===== config.mk =====
export PLATFORM = sky130hd
export DESIGN_NAME = ram_fifo_ctrl
export DESIGN_NICKNAME = d
export VERILOG_FILES = /design/src/rtl/ram_fifo_ctrl.sv
export SDC_FILE = /design/constraint.sdc
export NUM_CORES = 1
export LEC_CHECK = 0
export ABC_AREA = 1
export BUFFER_PORTS_ARGS = -buffer_cell sky130_fd_sc_hd__buf_2
export CORE_MARGIN = 8
export CORE_UTILIZATION = 48
export CTS_CLUSTER_SIZE = 24
export DETAILED_ROUTE_END_ITERATION = 8
export MAX_ROUTING_LAYER = met4
export PLACE_DENSITY_LB_ADDON = 0.3
export SYNTH_ARGS = -nofsm -noshare
export SYNTH_HDL_FRONTEND = slang
export SYNTH_SLANG_ARGS = --single-unit

===== constraint.sdc =====
create_clock -name clk -period 2.2 [get_ports clk]
set_input_delay 0.33 -clock clk [delete_from_list [all_inputs] [get_ports clk]]
set_output_delay 0.33 -clock clk [all_outputs]
set_load 0.01 [all_outputs]

===== src/rtl/ram_fifo_ctrl.sv =====
// ram_fifo_ctrl -- push/pop FIFO sequencer in front of the 16 x 8 single-port
// register-file RAM. It keeps the circular-buffer state, arbitrates one RAM
// operation per cycle and registers the byte read back from the RAM.
//
// Optional feature: define RAMFIFO_CLEAR_SWEEP_EN to make `clear` start a
// 16-cycle sweep that writes 8'h00 to every RAM address (busy high meanwhile).
// Without it, `clear` only resets pointers/count/prio and busy is tied low.
//
// Ports
//   clk, reset (async, active-low), clear (sync flush, active-high)
//   push_valid/push_data/push_ready : producer handshake
//   pop_req/pop_ready               : consumer handshake
//   pop_data/pop_valid              : registered popped byte + 1-cycle strobe
//   full, empty, count[4:0]         : occupancy from registered count
//   busy                            : clear sweep in progress
//   ram_addr/ram_data_in/ram_write/ram_read : RAM strobes
//   ram_read_out                    : RAM read data (combinational)
module ram_fifo_ctrl (
  input  logic       clk,
  input  logic       reset,
  input  logic       clear,
  input  logic       push_valid,
  input  logic [7:0] push_data,
  output logic       push_ready,
  input  logic       pop_req,
  output logic       pop_ready,
  output logic [7:0] pop_data,
  output logic       pop_valid,
  output logic       full,
  output logic       empty,
  output logic [4:0] count,
  output logic       busy,
  output logic [3:0] ram_addr,
  output logic [7:0] ram_data_in,
  output logic       ram_write,
  output logic       ram_read,
  input  logic [7:0] ram_read_out
);

  logic [3:0] wr_ptr, rd_ptr;
  logic       prio;
  logic       push_elig, pop_elig, push_grant, pop_grant;
  logic       open_q;   // controller may accept traffic this cycle
  logic       clear_take;

`ifdef RAMFIFO_CLEAR_SWEEP_EN
  typedef enum logic {IDLE = 1'b0, CLEAR = 1'b1} state_t;
  state_t     state_q, state_d;
  logic [3:0] sweep_q;

  assign busy = (state_q == CLEAR);

  always_comb begin
    state_d = state_q;
    case (state_q)
      IDLE:    if (clear) state_d = CLEAR;
      CLEAR:   if (sweep_q == 4'hF) state_d = IDLE;
      default: state_d = IDLE;
    endcase
  end

  always_ff @(posedge clk or negedge reset) begin
    if (!reset) begin
      state_q <= IDLE;
      sweep_q <= '0;
    end else begin
      state_q <= state_d;
      if (state_q == CLEAR) sweep_q <= sweep_q + 4'd1;
      else                  sweep_q <= '0;
    end
  end
`else
  assign busy = 1'b0;
`endif

  assign full  = (count == 5'd16);
  assign empty = (count == 5'd0);

  // Gating with reset keeps the RAM strobes low for the whole time reset is
  // held, and gating with clear keeps a same-cycle push/pop from looking
  // accepted when the flush wins.
  assign open_q     = reset && !busy && !clear;
  assign clear_take = clear && !busy;

  assign push_elig  = open_q && push_valid && !full;
  assign pop_elig   = open_q && pop_req && !empty;
  assign push_grant = push_elig && (!pop_elig || !prio);
  assign pop_grant  = pop_elig && (!push_elig || prio);

  assign push_ready = open_q && !full && !pop_grant;
  assign pop_ready  = open_q && !empty && !push_grant;

  always_comb begin
    ram_addr    = rd_ptr;
    ram_data_in = push_data;
    ram_write   = 1'b0;
    ram_read    = 1'b0;
    if (push_grant) begin
      ram_addr  = wr_ptr;
      ram_write = 1'b1;
    end else if (pop_grant) begin
      ram_read  = 1'b1;
    end
`ifdef RAMFIFO_CLEAR_SWEEP_EN
    if (state_q == CLEAR) begin
      ram_addr    = sweep_q;
      ram_data_in = '0;
      ram_write   = reset;
    end
`endif
  end

  always_ff @(posedge clk or negedge reset) begin
    if (!reset) begin
      wr_ptr    <= '0;
      rd_ptr    <= '0;
      count     <= '0;
      prio      <= 1'b0;
      pop_valid <= 1'b0;
      pop_data  <= '0;
    end else begin
      pop_valid <= pop_grant;
      if (pop_grant) pop_data <= ram_read_out;
      if (clear_take) begin
        wr_ptr <= '0;
        rd_ptr <= '0;
        count  <= '0;
        prio   <= 1'b0;
      end else begin
        if (push_grant) wr_ptr <= wr_ptr + 4'd1;
        if (pop_grant)  rd_ptr <= rd_ptr + 4'd1;
        case ({push_grant, pop_grant})
          2'b10:   count <= count + 5'd1;
          2'b01:   count <= count - 5'd1;
          default: count <= count;
        endcase
        if (push_elig && pop_elig) prio <= ~prio;
      end
    end
  end

endmodule


==> flow_summary.html <==
<table>
<tr><th>Metric</th><th>Value</th></tr>
<tr><th colspan="2">Timing</th></tr>
<tr><td>Maximum achievable frequency</td><td>0.480 GHz</td></tr>
<tr><td>Count of final hold-check violations</td><td>0</td></tr>
<tr><td>Clock skew</td><td>3.63 ps</td></tr>
<tr><td>Worst-case hold slack</td><td>49.0 ps</td></tr>
<tr><td>Time the final worst path needs with I/O delays and setup</td><td>2080 ps</td></tr>
<tr><td>Worst path setup slack after routing</td><td>117 ps</td></tr>
<tr><td>Final worst-path cycle share</td><td>0.947</td></tr>
<tr><td>Number of setup violations in the final report</td><td>0</td></tr>
<tr><td>Max Slew Vio Count</td><td>0</td></tr>
<tr><th colspan="2">Setup path</th></tr>
<tr><td>List of cells traversed by the critical path</td><td>nor2_2 -&gt; nand3_2 -&gt; nand2_4 -&gt; clkinv_4 -&gt; nand2_2 -&gt; nand2_4 -&gt; nor2_4 -&gt; o21bai_1 -&gt; buf_2</td></tr>
<tr><td>Worst R2R Setup Slack</td><td>190 ps</td></tr>
<tr><td>Critical Path Fanout Max</td><td>9</td></tr>
<tr><td>Critical Setup Path Class</td><td>reg2out</td></tr>
<tr><td>Endpoint of the worst-slack reg-to-reg timing path</td><td>count[4]</td></tr>
<tr><td>Crit path max-delay family</td><td>simple AND/OR/NAND/NOR gates</td></tr>
<tr><td>CP Buf/Inv Count</td><td>2</td></tr>
<tr><td>Slowest Stage Delay on Critical Path</td><td>450 ps</td></tr>
<tr><td>Crit start category</td><td>register</td></tr>
<tr><td>Worst EP required</td><td>1870 ps</td></tr>
<tr><td>Start of the worst register-to-register path</td><td>count[0]</td></tr>
<tr><td>Arrival time at the worst endpoint</td><td>1750 ps</td></tr>
<tr><td>Worst r2r path cells</td><td>16</td></tr>
<tr><td>Crit-path most repeated cell</td><td>nand2_4</td></tr>
<tr><td>CP max-delay cell</td><td>dfrtp_2</td></tr>
<tr><td>Crit. path cell count</td><td>9</td></tr>
<tr><td>Critical path capture point type</td><td>output pin</td></tr>
<tr><th colspan="2">Floorplanning</th></tr>
<tr><td>Core footprint</td><td>2730 µm²</td></tr>
<tr><td>Vertical die dimension</td><td>69.5 µm</td></tr>
<tr><td>Initial Util</td><td>0.502</td></tr>
<tr><td>Horizontal extent of the die</td><td>69.5 µm</td></tr>
<tr><td>IO Pins</td><td>54</td></tr>
<tr><td># rows</td><td>19</td></tr>
<tr><td>Area of the die</td><td>4820 µm²</td></tr>
<tr><th colspan="2">Route</th></tr>
<tr><td>Via/cell ratio</td><td>4.95</td></tr>
<tr><td>Total routed wire length on the met1 layer</td><td>1510 µm</td></tr>
<tr><td>DR iter-0 viols</td><td>67</td></tr>
<tr><td>WL per Instance</td><td>13.0 µm</td></tr>
<tr><td>Vias after detailed routing</td><td>1212</td></tr>
<tr><td>Routed length on met2</td><td>1400 µm</td></tr>
<tr><td>Routed Wire Length</td><td>3190 µm</td></tr>
<tr><td>DRC errors left</td><td>0</td></tr>
<tr><td>Number of iterations in the first detailed-routing pass</td><td>4</td></tr>
<tr><td>Highest layer used for signal routing</td><td>met4</td></tr>
<tr><td>Met3 layer wire length in the routed design</td><td>258 µm</td></tr>
<tr><td>ANT nets after route</td><td>0</td></tr>
<tr><th colspan="2">Clock tree</th></tr>
<tr><td>Root buffer cell</td><td>clkbuf_4</td></tr>
<tr><td>H-tree depth</td><td>1</td></tr>
<tr><td>Post-cts hold buffer count</td><td>0</td></tr>
<tr><td>Maximum number of buffers from clock root to sink</td><td>2</td></tr>
<tr><td>Latest clock arrival within the worst-skew pair</td><td>300 ps</td></tr>
<tr><td>TritonCTS buffer count</td><td>3</td></tr>
<tr><td>TritonCTS Sinks</td><td>23</td></tr>
<tr><td>TritonCTS clock tree</td><td>done</td></tr>
<tr><td>Register clock-pin slew on the reported worst setup and hold paths</td><td>120 ps</td></tr>
<tr><th colspan="2">Global routing</th></tr>
<tr><td>Number of antenna violations at the first check in global routing</td><td>0</td></tr>
<tr><td>Number of global-route vias before repair</td><td>1210</td></tr>
<tr><td>Total grt overflow</td><td>0</td></tr>
<tr><td>GRT Overall Usage</td><td>0.132</td></tr>
<tr><td>First-pass GRT wire length</td><td>5300 µm</td></tr>
<tr><td>Maximum number of pins on one net before global-route repair</td><td>24</td></tr>
<tr><th colspan="2">Worst hold path</th></tr>
<tr><td>Class of the tightest hold or removal check</td><td>in2async</td></tr>
<tr><th colspan="2">Cells and area</th></tr>
<tr><td>Number of fillers in the final layout</td><td>238</td></tr>
<tr><td>Post-synthesis to final-layout area growth</td><td>20.1%</td></tr>
<tr><td>Layout Nets</td><td>240</td></tr>
<tr><td>ANT cells</td><td>0</td></tr>
<tr><td>Post-route core utilization</td><td>0.602</td></tr>
<tr><td>Final cell count without fillers</td><td>245</td></tr>
<tr><td>Fraction of layout cells with a size suffix above 1</td><td>0.350</td></tr>
<tr><th colspan="2">Placement</th></tr>
<tr><td>Number of cells after detailed placement</td><td>230</td></tr>
<tr><td>Worst setup timing slack at the placement stage</td><td>144 ps</td></tr>
<tr><td>Half-perimeter wire length of the detailed placement result</td><td>2400 µm</td></tr>
<tr><td>Placer Congestion</td><td>0.953</td></tr>
<tr><td>Count of input and output buffers</td><td>36</td></tr>
<tr><th colspan="2">Synthesis</th></tr>
<tr><td>Sequential element share of the synthesized area</td><td>0.420</td></tr>
<tr><td>Number of synthesized flops with an enable pin</td><td>0</td></tr>
<tr><td>Post-synth top cells</td><td>nand2_1 (50), dfrtp_1 (23), inv_1 (19)</td></tr>
<tr><td>Most frequent cell after synthesis</td><td>nand2_1</td></tr>
<tr><td>Post-synthesis cell area</td><td>1370 µm²</td></tr>
<tr><td>Area fraction of the dominant cell type after synthesis</td><td>0.420</td></tr>
<tr><td>Yosys warnings</td><td>0</td></tr>
<tr><td>Synthesized instance count</td><td>173</td></tr>
<tr><td>Proportion of register bits with asynchronous set or reset after synthesis</td><td>1.00</td></tr>
<tr><td>Most used flip-flop cell after synthesis</td><td>dfrtp_1</td></tr>
<tr><td>Post-synthesis net count</td><td>198</td></tr>
<tr><td>Post-Synthesis Mean Instance Area</td><td>7.93 µm²</td></tr>
<tr><td>Seq cells post-synth</td><td>23</td></tr>
<tr><td>Post-synth cell types</td><td>27</td></tr>
<tr><td>Leading area contributor after synthesis</td><td>dfrtp_1</td></tr>
<tr><td>Leading post-synthesis cells by cell area</td><td>dfrtp_1 (42%), nand2_1 (14%), inv_1 (5.2%)</td></tr>
<tr><th colspan="2">Power and ir drop</th></tr>
<tr><td>Leakage power</td><td>0.953 nW</td></tr>
<tr><td>Maximum VDD drop</td><td>0.656 mV</td></tr>
<tr><td>PD cells</td><td>781 nW/µm²</td></tr>
<tr><th colspan="2">Outcome</th></tr>
<tr><td>Result of the run</td><td>finished clean</td></tr>
<tr><th colspan="2">Flow run</th></tr>
<tr><td>Reported max-cap violation count</td><td>0</td></tr>
</table>
[per-stage QoR]
step / area (µm²) / setup TNS (ps) / power, mW
after floorplan: 1370 / 0 / 0.884
after global placement: 1520 / 0 / 1.05
after detailed placement: 1520 / 0 / 1.06
after CTS: 1550 / 0 / 1.25
after global routing: 1650 / -53.8 / 1.39
final: 1650 / 0 / 1.29
[cell families (layout without fill, tap and decap cells)]
kind of cell / Yosys count / after routing / synth area share
xor gates and xnor gates: 2 / 2 / 0.0128
and+or+nand+nor: 85 / 85 / 0.312
AOI/OAI and AO/OA: 22 / 22 / 0.0858
buffers and inverters: 36 / 77 / 0.130
adders and majority gates: 4 / 4 / 0.0365
other: 1 / 1 / 0.00273
DFF: 23 / 23 / 0.420
[power by group]
| part | total (mW) | internal, mW | switching, mW |
|---|---|---|---|
| Sequential | 0.583 | 0.518 | 0.0655 |
| Clock | 0.192 | 0.0707 | 0.122 |
| Combinational | 0.511 | 0.215 | 0.296 |
[worst register-to-register path, cell delays in order, from the launching register on]
cell and delay, ps:
dfrtp_2 450, nor2_2 170, nand3_2 130, nand2_4 90, clkinv_4 80, nand2_8 110
buf_4 120, nand2_1 50, nand2_1 60, inv_1 40, ha_1 160, inv_1 60
nand2_2 60, nand3_1 110, nand3_1 80, nand3_1 90, nand2_1 50
[worst max-delay path by stage]
| stage | startpoint | end | slack (ps) |
|---|---|---|---|
| 2_1_floorplan | count[0] | count[4] | 120 |
| 3_3_place_gp | clear | count[4] | 200 |
| 3_5_place_dp | clear | count[4] | 140 |
| 4_1_cts | count[0] | ram_addr[0] | 20 |
| 5_1_grt | count[0] | ram_addr[3] | -20 |
| 6_report | count[0] | ram_addr[0] | 120 |
[layout by cell type, fill, tap and decap left out, types with 3 or more instances in the layout]
master	n
o21ai_0	10
buf_4	12
nor2_1	7
dfrtp_1	21
ha_1	4
inv_1	19
a21oi_1	7
nand2_1	50
nand2_4	3
nand3_1	9
clkbuf_4	3
buf_2	36
nor2_4	4
nand2_2	4
inv_2	3
[layer usage]
metal	track usage	up-vias
li1	-	614
met1	0.153	542
met2	0.201	52
met3	0.0515	4
met4	0.0478	0
met5	-	-
[state kept, by name, indices dropped and copies added, names as in the netlist]
signal     count
count          5
wr_ptr         4
pop_valid      1
prio           1
pop_data       8
rd_ptr         4
[timing repair]
| action | 4_1_cts | 5_1_grt |
|---|---|---|
| gates resized for setup | 0 | 6 |
| endpoints found under the setup margin | 0 | 8 |
| buffers inserted | 0 | 11 |
[layout make-up]
| cell class | instances | area (µm²) | area share |
|---|---|---|---|
| clock buffer | 4 | 26.3 | 0.0160 |
| inverter | 25 | 101 | 0.0616 |
| multi-input combinational | 114 | 632 | 0.384 |
| sequential | 23 | 578 | 0.351 |
| tap | 31 | 38.8 | 0.0236 |
| timing repair buffer | 48 | 270 | 0.164 |
No activity file was read; power rests on OpenSTA's default activity.
